==> src/rtl/ft245_pkg.sv <==
// Shared types and default parameter values for the synchronous FT245 controller.
package ft245_pkg;

  typedef enum logic [2:0] {
    ST_IDLE  = 3'd0,
    ST_RD_OE = 3'd1,
    ST_RD    = 3'd2,
    ST_WR    = 3'd3,
    ST_TURN  = 3'd4
  } state_t;

  typedef enum logic {
    DIR_READ  = 1'b0,
    DIR_WRITE = 1'b1
  } dir_t;

  localparam int DEF_DW        = 8;
  localparam int DEF_OE_WAIT   = 1;
  localparam int DEF_MAX_BURST = 64;
  localparam int DEF_CNT_W     = 32;
  localparam int DEF_SIWU_IDLE = 8;

endpackage

==> src/rtl/ft245_burst_arb.sv <==
// Direction arbiter for the FT245 controller: alternates direction under contention
// and bounds each burst to MAX_BURST beats while the other direction is waiting.
module ft245_burst_arb
  import ft245_pkg::*;
#(
  parameter int MAX_BURST = DEF_MAX_BURST
) (
  input  logic   clk,
  input  logic   rst,
  input  logic   rd_req,
  input  logic   wr_req,
  input  logic   rd_beat,
  input  logic   wr_beat,
  input  state_t phase,
  output dir_t   grant,
  output logic   burst_done
);

  localparam int BW = $clog2(MAX_BURST + 1) + 1;

  logic [BW-1:0] burst_cnt;
  dir_t          last_dir;
  logic          beat;
  logic          active;

  assign beat   = rd_beat | wr_beat;
  assign active = (phase == ST_RD) || (phase == ST_WR);

  // last_dir follows the running burst; it is only consulted in IDLE,
  // so it always holds the direction of the burst that just ended.
  always_ff @(posedge clk) begin
    if (rst) begin
      burst_cnt <= '0;
      last_dir  <= DIR_READ;
    end else begin
      if (!active)
        burst_cnt <= '0;
      else if (beat && int'(burst_cnt) < MAX_BURST)
        burst_cnt <= burst_cnt + BW'(1);
      if (phase == ST_RD)
        last_dir <= DIR_READ;
      else if (phase == ST_WR)
        last_dir <= DIR_WRITE;
    end
  end

  // Counting the beat in flight lets the FSM leave on the edge of the last allowed beat.
  always_comb begin
    burst_done = (MAX_BURST != 0) && ((int'(burst_cnt) + int'(beat)) >= MAX_BURST);
    if (rd_req && wr_req)
      grant = (last_dir == DIR_READ) ? DIR_WRITE : DIR_READ;
    else if (wr_req)
      grant = DIR_WRITE;
    else
      grant = DIR_READ;
  end

endmodule

==> src/rtl/ft245_sync_ctrl.sv <==
// FT245 sync-FIFO bridge: FT bus <-> on-chip TX/RX FIFOs with fair bounded bursts.
// Optional macro FT245_SIWU_EN adds a send-immediate (SIWU) pulse after TX idles.
module ft245_sync_ctrl
  import ft245_pkg::*;
#(
  parameter int DW        = DEF_DW,
  parameter int OE_WAIT   = DEF_OE_WAIT,
  parameter int MAX_BURST = DEF_MAX_BURST,
  parameter int CNT_W     = DEF_CNT_W,
  parameter int SIWU_IDLE = DEF_SIWU_IDLE
) (
  input  logic             ft_clkout,
  input  logic             rst,
  input  logic [DW-1:0]    ft_data_in,
  output logic [DW-1:0]    ft_data_out,
  output logic             ft_data_oe,
  input  logic             ft_rxf_n,
  input  logic             ft_txe_n,
  output logic             ft_rd_n,
  output logic             ft_wr_n,
  output logic             ft_oe_n,
  output logic             ft_siwu_n,
  input  logic [DW-1:0]    tx_rdata,
  input  logic             tx_rempty,
  output logic             tx_rinc,
  output logic [DW-1:0]    rx_wdata,
  input  logic             rx_wfull,
  output logic             rx_winc,
  output logic [CNT_W-1:0] rx_beats,
  output logic [CNT_W-1:0] tx_beats,
  output logic [2:0]       state_out
);

  if (!(DW == 8 || DW == 16)) begin : g_bad_dw
    $error("ft245_sync_ctrl: DW must be 8 or 16");
  end
  if (OE_WAIT < 1 || OE_WAIT > 3) begin : g_bad_oe_wait
    $error("ft245_sync_ctrl: OE_WAIT must be 1..3");
  end
  if (SIWU_IDLE < 1) begin : g_bad_siwu_idle
    $error("ft245_sync_ctrl: SIWU_IDLE must be at least 1");
  end

  localparam logic [1:0] OE_LAST = 2'(OE_WAIT - 1);

  state_t     state, state_nxt;
  logic [1:0] oe_cnt;
  logic       rd_req, wr_req;
  logic       rd_beat, wr_beat;
  dir_t       grant;
  logic       burst_done;

  assign rd_req  = !ft_rxf_n && !rx_wfull;
  assign wr_req  = !ft_txe_n && !tx_rempty;
  // Beat qualifiers written in terms of state, which is exactly when the strobe is low.
  assign rd_beat = (state == ST_RD) && !ft_rxf_n && !rx_wfull;
  assign wr_beat = (state == ST_WR) && !tx_rempty && !ft_txe_n;

  assign rx_winc     = rd_beat;
  assign rx_wdata    = ft_data_in;
  assign tx_rinc     = wr_beat;
  assign ft_data_out = tx_rdata;
  assign state_out   = state;

  ft245_burst_arb #(
    .MAX_BURST (MAX_BURST)
  ) u_arb (
    .clk        (ft_clkout),
    .rst        (rst),
    .rd_req     (rd_req),
    .wr_req     (wr_req),
    .rd_beat    (rd_beat),
    .wr_beat    (wr_beat),
    .phase      (state),
    .grant      (grant),
    .burst_done (burst_done)
  );

  always_ff @(posedge ft_clkout) begin
    if (rst) begin
      state    <= ST_IDLE;
      oe_cnt   <= '0;
      rx_beats <= '0;
      tx_beats <= '0;
    end else begin
      state    <= state_nxt;
      oe_cnt   <= (state == ST_RD_OE) ? oe_cnt + 2'd1 : 2'd0;
      if (rd_beat)
        rx_beats <= rx_beats + CNT_W'(1);
      if (wr_beat)
        tx_beats <= tx_beats + CNT_W'(1);
    end
  end

  always_comb begin
    state_nxt  = state;
    ft_oe_n    = 1'b1;
    ft_rd_n    = 1'b1;
    ft_wr_n    = 1'b1;
    ft_data_oe = 1'b0;
    case (state)
      ST_IDLE: begin
        if (rd_req || wr_req)
          state_nxt = (grant == DIR_WRITE) ? ST_WR : ST_RD_OE;
      end
      ST_RD_OE: begin
        ft_oe_n = 1'b0;
        if (!rd_req)
          state_nxt = ST_TURN;
        else if (oe_cnt == OE_LAST)
          state_nxt = ST_RD;
      end
      ST_RD: begin
        ft_oe_n = 1'b0;
        ft_rd_n = 1'b0;
        if (!rd_req || (burst_done && wr_req))
          state_nxt = ST_TURN;
      end
      ST_WR: begin
        ft_data_oe = 1'b1;
        ft_wr_n    = tx_rempty;
        if (!wr_req || (burst_done && rd_req))
          state_nxt = ST_IDLE;
      end
      ST_TURN: state_nxt = ST_IDLE;
      default: state_nxt = ST_IDLE;
    endcase
  end

`ifdef FT245_SIWU_EN
  localparam int SW = $clog2(SIWU_IDLE + 1);

  logic          siwu_armed;
  logic [SW-1:0] idle_cnt;
  logic          idle_ok;
  logic          siwu_fire;

  assign idle_ok   = (state == ST_IDLE) && tx_rempty;
  assign siwu_fire = siwu_armed && idle_ok && (int'(idle_cnt) == SIWU_IDLE);
  assign ft_siwu_n = !siwu_fire;

  // Armed when a write burst drains the TX FIFO; any later write beat cancels it.
  always_ff @(posedge ft_clkout) begin
    if (rst) begin
      siwu_armed <= 1'b0;
      idle_cnt   <= '0;
    end else if (wr_beat) begin
      siwu_armed <= 1'b0;
      idle_cnt   <= '0;
    end else if (state == ST_WR && state_nxt != ST_WR && tx_rempty) begin
      siwu_armed <= 1'b1;
      idle_cnt   <= '0;
    end else if (siwu_fire) begin
      siwu_armed <= 1'b0;
    end else if (siwu_armed) begin
      idle_cnt <= idle_ok ? idle_cnt + SW'(1) : '0;
    end
  end
`else
  assign ft_siwu_n = 1'b1;
`endif

endmodule

==> config.mk <==
export PLATFORM = sky130hd
export DESIGN_NAME = ft245_sync_ctrl
export DESIGN_NICKNAME = d
export VERILOG_FILES = /design/src/rtl/ft245_pkg.sv /design/src/rtl/ft245_burst_arb.sv /design/src/rtl/ft245_sync_ctrl.sv
export SDC_FILE = /design/constraint.sdc
export NUM_CORES = 1
export LEC_CHECK = 0
export ABC_AREA = 1
export ABC_CLOCK_PERIOD_IN_PS = 2700
export CORE_MARGIN = 3
export CORE_UTILIZATION = 50
export CTS_CLUSTER_SIZE = 14
export DETAILED_ROUTE_END_ITERATION = 10
export PLACE_DENSITY = 0.9
export SETUP_SLACK_MARGIN = 0.02
export SYNTH_ARGS = -nofsm -noshare
export SYNTH_HDL_FRONTEND = slang
export SYNTH_HIERARCHICAL = 1
export SYNTH_SLANG_ARGS = --single-unit
==> constraint.sdc <==
create_clock -name ft_clkout -period 2.7 [get_ports ft_clkout]
set_input_delay 0.405 -clock ft_clkout [delete_from_list [all_inputs] [get_ports ft_clkout]]
set_output_delay 0.405 -clock ft_clkout [all_outputs]
set_load 0.02 [all_outputs]
==> After elaboration in Yosys (flattened, before gate mapping) <==
Index checks and enable logic that the tools add are counted.
{ "word_totals": {"word_cells": 64, "reg_bits": 78} }
{ "op_classes": {"bitwise": 3, "addsub": 5, "eq_ne": 7, "n_mux": 14, "order_cmp": 2, "reduce_logical": 27} }
{ "ops": {"columns": ["cell", "count"], "rows": [
  ["adder 32 x 1 -> 32 bit, second input constant", 2],
  ["greater-or-equal comparator 32 x 8 -> 1 bit, second input constant", 1],
  ["two-way mux 3 bit", 5],
  ["one-hot mux 3 bit (4 select lines)", 1],
  ["logical AND 1 bit", 10],
  ["adder 8 x 1 -> 9 bit", 1],
  ["adder 8 x 1 -> 8 bit, second input constant", 1],
  ["less-than comparator 8 x 7 -> 1 bit, second input constant", 1],
  ["OR reduction 2 bit", 4],
  ["two-way mux 1 bit", 7],
  ["== test 3 x 2 -> 1 bit, second input constant", 2],
  ["logical NOT 1 bit", 6],
  ["logical OR 1 bit", 4],
  ["!= test 2 x 1 -> 1 bit, second input constant", 2],
  ["AND reduction 4 bit", 1],
  ["== test 3 x 1 -> 1 bit, second input constant", 1],
  ["logical NOT 3 bit", 1],
  ["!= test 3 x 2 -> 1 bit, second input constant", 1],
  ["adder 2 x 1 -> 2 bit, second input constant", 1],
  ["logical NOT 2 bit", 1],
  ["two-way mux 2 bit", 1],
  ["!= test 2 bit, second input constant", 1],
  ["NOT 1 bit", 2],
  ["OR 1 bit", 1]
]} }

==> Longest topological paths before layout <==
{ "depth": {"ltp_word": 10, "depth_mapped": 18, "ltp_nobuf": 17} }

==> Modules after synthesis <==
Netlist, hierarchy kept.
{ "modules_own_cells": {"columns": ["module", "cells_each", "n_inst", "seq_area_each_um2", "area_each_um2"], "rows": [
  ["ft245_sync_ctrl", 645, 1, 1381.3, 4068.9],
  ["ft245_burst_arb", 80, 1, 180.2, 565.5]
]} }

==> Worst setup path before layout <==
OpenSTA, ideal clock, no wires.
{ "synth_path": {"path_kind": "reg-to-reg", "from": "register state[1] (netlist: state_out[1])", "to": "register state[1] (netlist: state_out[1])", "setup_time_ps": 70, "path_buffers": 2, "arrival_ps": 2551, "stages_incl_launch_ff": 19, "period_less_slack_ps": 2622, "slack_ps": 78, "required_time_ps": 2630, "cell_sequence": "dfxtp_1 -> buf_4 -> nand2_1 -> nor2_4 -> buf_4 -> inv_1 -> nand2_2 -> ha_1 -> ha_1 -> nand3_1 -> nand2_1 -> nand2_1 -> nand3_1 -> nand2_1 -> nand2_1 -> nand2_1 -> nor2_1 -> nand2_1 -> a21oi_1"} }
{ "synth_between": {"elab_chain_len": 10, "elab_cells_between_ends": 21, "cone_classes": "1 x add/sub; 1 x order compare; 7 x eq/ne; 1 x mux; 1 x bitwise; 10 x reduce/logical"} }
{ "synth_rtl": {"columns": ["element", "line_no", "text"], "rows": [
  ["start: declaration", "ft245_sync_ctrl.sv:46", "state_t state, state_nxt;"],
  ["start signal: assignment", "ft245_sync_ctrl.sv:86", "state <= state_nxt;"],
  ["== test 3 x 2 -> 1 bit (*)", "ft245_sync_ctrl.sv:56", "assign rd_beat = (state == ST_RD) && !ft_rxf_n && !rx_wfull;"],
  ["logical AND 1 bit (*) (2 in series)", "ft245_sync_ctrl.sv:56", null],
  ["named net rx_winc", "ft245_sync_ctrl.sv:28", "output logic rx_winc,"],
  ["OR 1 bit (*)", "ft245_burst_arb.sv:26", "assign beat = rd_beat | wr_beat;"],
  ["adder 8 x 1 -> 9 bit (*)", "ft245_burst_arb.sv:49", "burst_done = (MAX_BURST != 0) && ((int'(burst_cnt) + int'(beat)) >= MAX_BURST);"],
  ["greater-or-equal comparator 32 x 8 -> 1 bit (*)", "ft245_burst_arb.sv:49", null],
  ["named net burst_done", "ft245_sync_ctrl.sv:51", "logic burst_done;"],
  ["logical AND 1 bit (on tied branches)", "ft245_sync_ctrl.sv:122, ft245_sync_ctrl.sv:116", null],
  ["logical OR 1 bit (on tied branches)", "ft245_sync_ctrl.sv:122, ft245_sync_ctrl.sv:116", null],
  ["!= test 2 x 1 -> 1 bit (no source line)", null, null],
  ["AND reduction 4 bit (no source line) (*)", null, null]
]} }
The timed path passes the listed nets; every way through them passes the cells marked *.
A chain may end at the register's enable or synchronous reset.

==> Worst setup path in the final report <==
{ "layout_path": {"from": "input port rx_wfull", "to": "output port rx_winc"} }
{ "layout_between": {"elab_chain_len": 2} }
{ "layout_rtl": {"columns": ["element", "line_no", "text"], "rows": [
  ["start: declaration", "ft245_sync_ctrl.sv:27", "input logic rx_wfull,"],
  ["logical NOT 1 bit", "ft245_sync_ctrl.sv:56", null],
  ["logical AND 1 bit", "ft245_sync_ctrl.sv:56", null],
  ["end: declaration", "ft245_sync_ctrl.sv:28", null]
]} }
Every way passes these cells.

==> flow_summary_export.csv <==
group,metric,value,unit
floorplan,die_area,0.0105,sq mm
finish,fin_nets,820,
sta,tightestPinTransition,597,ps
logic_synthesis,synth_edf_count,0,
critical_path,path_common_cell,"clkdlybuf4s50_1",
route,viasPerCell,5.16,
logic_synthesis,muxShareOfSynthArea,0,%
global_route,antenna_found_initial,0,
sta,maxClockFrequency,0.406,GHz
route,drt-total-wl,11.3,mm
sta,hold_viol,0,
hold_path,hp-class,"reg2reg",
route,met3_length,794,microns
power_and_ir_drop,p_comb_share,9.3,%
placement,placed_cells,889,
route,wl_per_cell,12.5,microns
sta,grt_setup_unrepaired,"no",
logic_synthesis,synth_cell_type_count,36,
logic_synthesis,synthAdderAreaFrac,1.62,%
floorplan,die_h,102,microns
finish,drive_above_1_share,8.28,%
route,drt_iter0_markers,295,
critical_path,crit_chain,"clkdlybuf4s50_1 -> nor2_2 -> inv_1 -> nor2_4 -> buf_4 -> clkdlybuf4s50_1",
sta,finalSetupViolCount,0,
finish,syn_to_final_growth,20.6,%
route,drt-pass1-iter-count,5,
logic_synthesis,syn_area,0.00463,sq mm
finish,fin_cells,905,
logic_synthesis,synth_top_area_share,33.7,%
floorplan,core,0.00885,sq mm
logic_synthesis,yosys.area_share.xor_xnor,1.32,%
power_and_ir_drop,switching_share,27.1,%
job,cap_violations,0,
critical_path,r2r_cells,17,
clock_network,clock-sinks,78,
critical_path,crit_path_max_incr_delay,640,ps
power_and_ir_drop,power_density,387,mW/mm^2
logic_synthesis,synth_top_area_cell,"dfxtp_1",
placement,place.gp.congestion,0.904,
critical_path,worst-path-max-fanout,17,
power_and_ir_drop,cellInternalPower,1.58,mW
sta,slew_viol_final,0,
critical_path,crit_path_top_delay_cell,"clkdlybuf4s50_1",
floorplan,dieWidth,102,microns
clock_network,tritoncts,"done",
sta,fin_crit,2470,ps
power_and_ir_drop,p_clk_share,35.9,%
finish,antenna_cells,0,
logic_synthesis,synth_compound_area_share,7.51,%
global_route,grt_pass1_vias,4111,
sta,fin_setup_tns,0,ps
logic_synthesis,synth-warning-count,6,
floorplan,start_util,52.4,%
critical_path,arrival,2060,ps
global_route,grtUsageTotal,22.4,%
global_route,grt_max_degree,29,
global_route,overflow,0,
logic_synthesis,synth-main-ff-cell,"dfxtp_1",
logic_synthesis,avgSynthCellArea,6.39,sq um
logic_synthesis,yosys.area_share.simple,42.6,%
hold_path,whs_path_depth,1,
route,antenna_left,0,
placement,io_buffers,78,
logic_synthesis,ys_ff_latch,78,
clock_network,cts_buffers,9,
sta,timing.final.crit_share,91.3,%
critical_path,path_delay_family,"buffers and inverters",
clock_network,cts.clk_slew.worst_paths,80,ps
route,top_layer_used,"met4",
sta,fin_skew,14.8,ps
power_and_ir_drop,leakage,2.17,nW
logic_synthesis,ys_seq_area_share,33.7,%
clock_network,clk_latency,360,ps
route,dr_total_vias,4672,
critical_path,critical_path_class,"in2out",
floorplan,pin_count,112,
clock_network,post_cts_buffers,0,
finish,fillers,799,
critical_path,worst_ep_required_time,2300,ps
clock_network,ctsHoldBuffers,0,
power_and_ir_drop,peakVddDrop,0.192,mV
clock_network,htreeDepth,3,
critical_path,crit_cells,6,
route,remaining_drc_errors,0,
clock_network,clk_path_buf_depth,2,
power_and_ir_drop,sequentialPowerShare,54.8,%
placement,hpwlAfterDp,8.56,mm
status,outcome,"finished clean",
power_and_ir_drop,switching_power,0.586,mW
clock_network,clockRootBuffer,"clkbuf_8",
floorplan,std_cell_rows,34,
logic_synthesis,synth_top_family_by_area,"simple AND/OR/NAND/NOR gates",
sta,slew_headroom,60.0,%
route,m1WireLength,5.18,mm
logic_synthesis,synth_area_leaders,"dfxtp_1 34%, nand2_1 14%, nor2_1 10%",
route,routed-wl-met2,5.22,mm
global_route,grt_pass1_wl,18.9,mm
critical_path,start_kind,"primary input",
logic_synthesis,synthArstFlopShare,0,%
logic_synthesis,synth_fp_nets,753,
critical_path,cp_num_buf_inv,4,
critical_path,crit_path_end_kind,"output pin",
logic_synthesis,netlist_instances,725,
-- placed cells by master, fill, tap and decap left out, drive strengths merged, types with 2 or more instances in the layout --
master           n
inv            111
nor2           149
ha               6
nand2          176
nand3b           2
o21ai           26
xnor2            2
clkdlybuf4s50   78
buf              7
o21bai           7
xor2             5
a21oi           30
clkbuf           9
and3             2
nand3           50
dfxtp           78
clkinv           5
nor3            15
nand4           31
-- cell usage after synthesis (2+ instances only) --
| cell | instances |
|---|---|
| o21ai_0 | 21 |
| nand3_1 | 47 |
| nor2_1 | 128 |
| nor2_2 | 11 |
| dfxtp_1 | 78 |
| nor3_1 | 14 |
| nand2_2 | 8 |
| nand4_1 | 30 |
| clkbuf_1 | 6 |
| a21oi_1 | 30 |
| nor2_4 | 8 |
| xor2_1 | 5 |
| inv_2 | 6 |
| inv_1 | 104 |
| nand2_1 | 167 |
| buf_6 | 2 |
| o21ai_1 | 5 |
| nor2_8 | 2 |
| and3_1 | 2 |
| o21bai_1 | 7 |
| nand3_2 | 3 |
| nand3b_1 | 2 |
| buf_4 | 20 |
| ha_1 | 6 |
| xnor2_1 | 2 |
-- path summary, 6_finish.rpt --
kind             endpoint          from  slack [ps]
min reg2reg     oe_cnt[0]     oe_cnt[0]         420
max               rx_winc      rx_wfull         230
max reg2reg  state_out[1]  state_out[0]         430
min             oe_cnt[0]     oe_cnt[0]         420
-- registers in the layout, indices dropped and copies added, names as in the netlist --
name / count
tx_beats: 32
u_arb/last_dir: 1
u_arb/burst_cnt: 8
rx_beats: 32
oe_cnt: 2
state_out: 3
-- power groups by stage --
stage          sequential [mW]  combinational (mW)  clock, mW
2_1_floorplan             1.22               0.161          0
3_3_place_gp              1.21               0.200          0
3_5_place_dp              1.21               0.202          0
4_1_cts                   1.19               0.203      0.795
5_1_grt                   1.19               0.225      0.839
6_report                  1.19               0.201      0.778
-- cells by family (layout without fill, tap and decap cells) --
logic type | after synthesis | in the layout
AND/OR/NAND/NOR | 429 | 429
buffers and inverters | 139 | 211
flip-flops | 78 | 78
AO/OA/AOI/OAI | 65 | 65
XOR/XNOR | 7 | 7
adder cells (fa/ha/maj) | 6 | 6
other | 1 | 1
-- worst reg2reg max path: stages (launching register included) --
cell and delay (ps):
dfxtp_1 390, nor2_2 170, nand2_1 140, nor2_4 120, inv_1 50, nand2_2 60, ha_1 180, ha_1 200
nand2_1 80, nand3b_1 100, nand2_1 60, nand3_1 80, nand2_1 60, nand2_1 80, nand2_1 80, nor2_1 150
nand2_1 60, a21oi_1 140
-- metal layers --
metal  global-route usage [%]  up-vias
met5                        0        -
met4                     6.76        0
met3                     3.75       15
met2                     36.8      163
met1                     30.1     2092
li1                         -     2402
-- layout make-up --
class                      count  area (sq um)  area share [%]
clock buffer                   9           124            2.22
inverter                     110           413            7.39
timing repair buffer          85           846            15.1
tap                          108           135            2.42
sequential                    78          1560            28.0
multi-input combinational    508          2460            44.0
clock inverter                 7          48.8           0.873
-- repair_timing --
item | CTS | global route
resized for setup | 0 | 1
endpoints found under the hold margin | 0 | 0
setup endpoints to repair | 0 | 2
-- through the flow --
| stage | total power [mW] | area [sq um] | util (%) | hold slack, ps | setup WS, ps |
|---|---|---|---|---|---|
| finish | 2.16 | 5590 | 63.2 | 420 | 235 |
| CTS | 2.18 | 5590 | 63.2 | 421 | 119 |
| global placement | 1.41 | 5420 | 61.2 | 400 | 167 |
| detailed placement | 1.42 | 5420 | 61.2 | 410 | 65.1 |
| global route | 2.25 | 5590 | 63.2 | 441 | 90.4 |
| floorplan | 1.38 | 4630 | - | 391 | 78.3 |
Note: power is estimated with default switching activity, not from simulation.
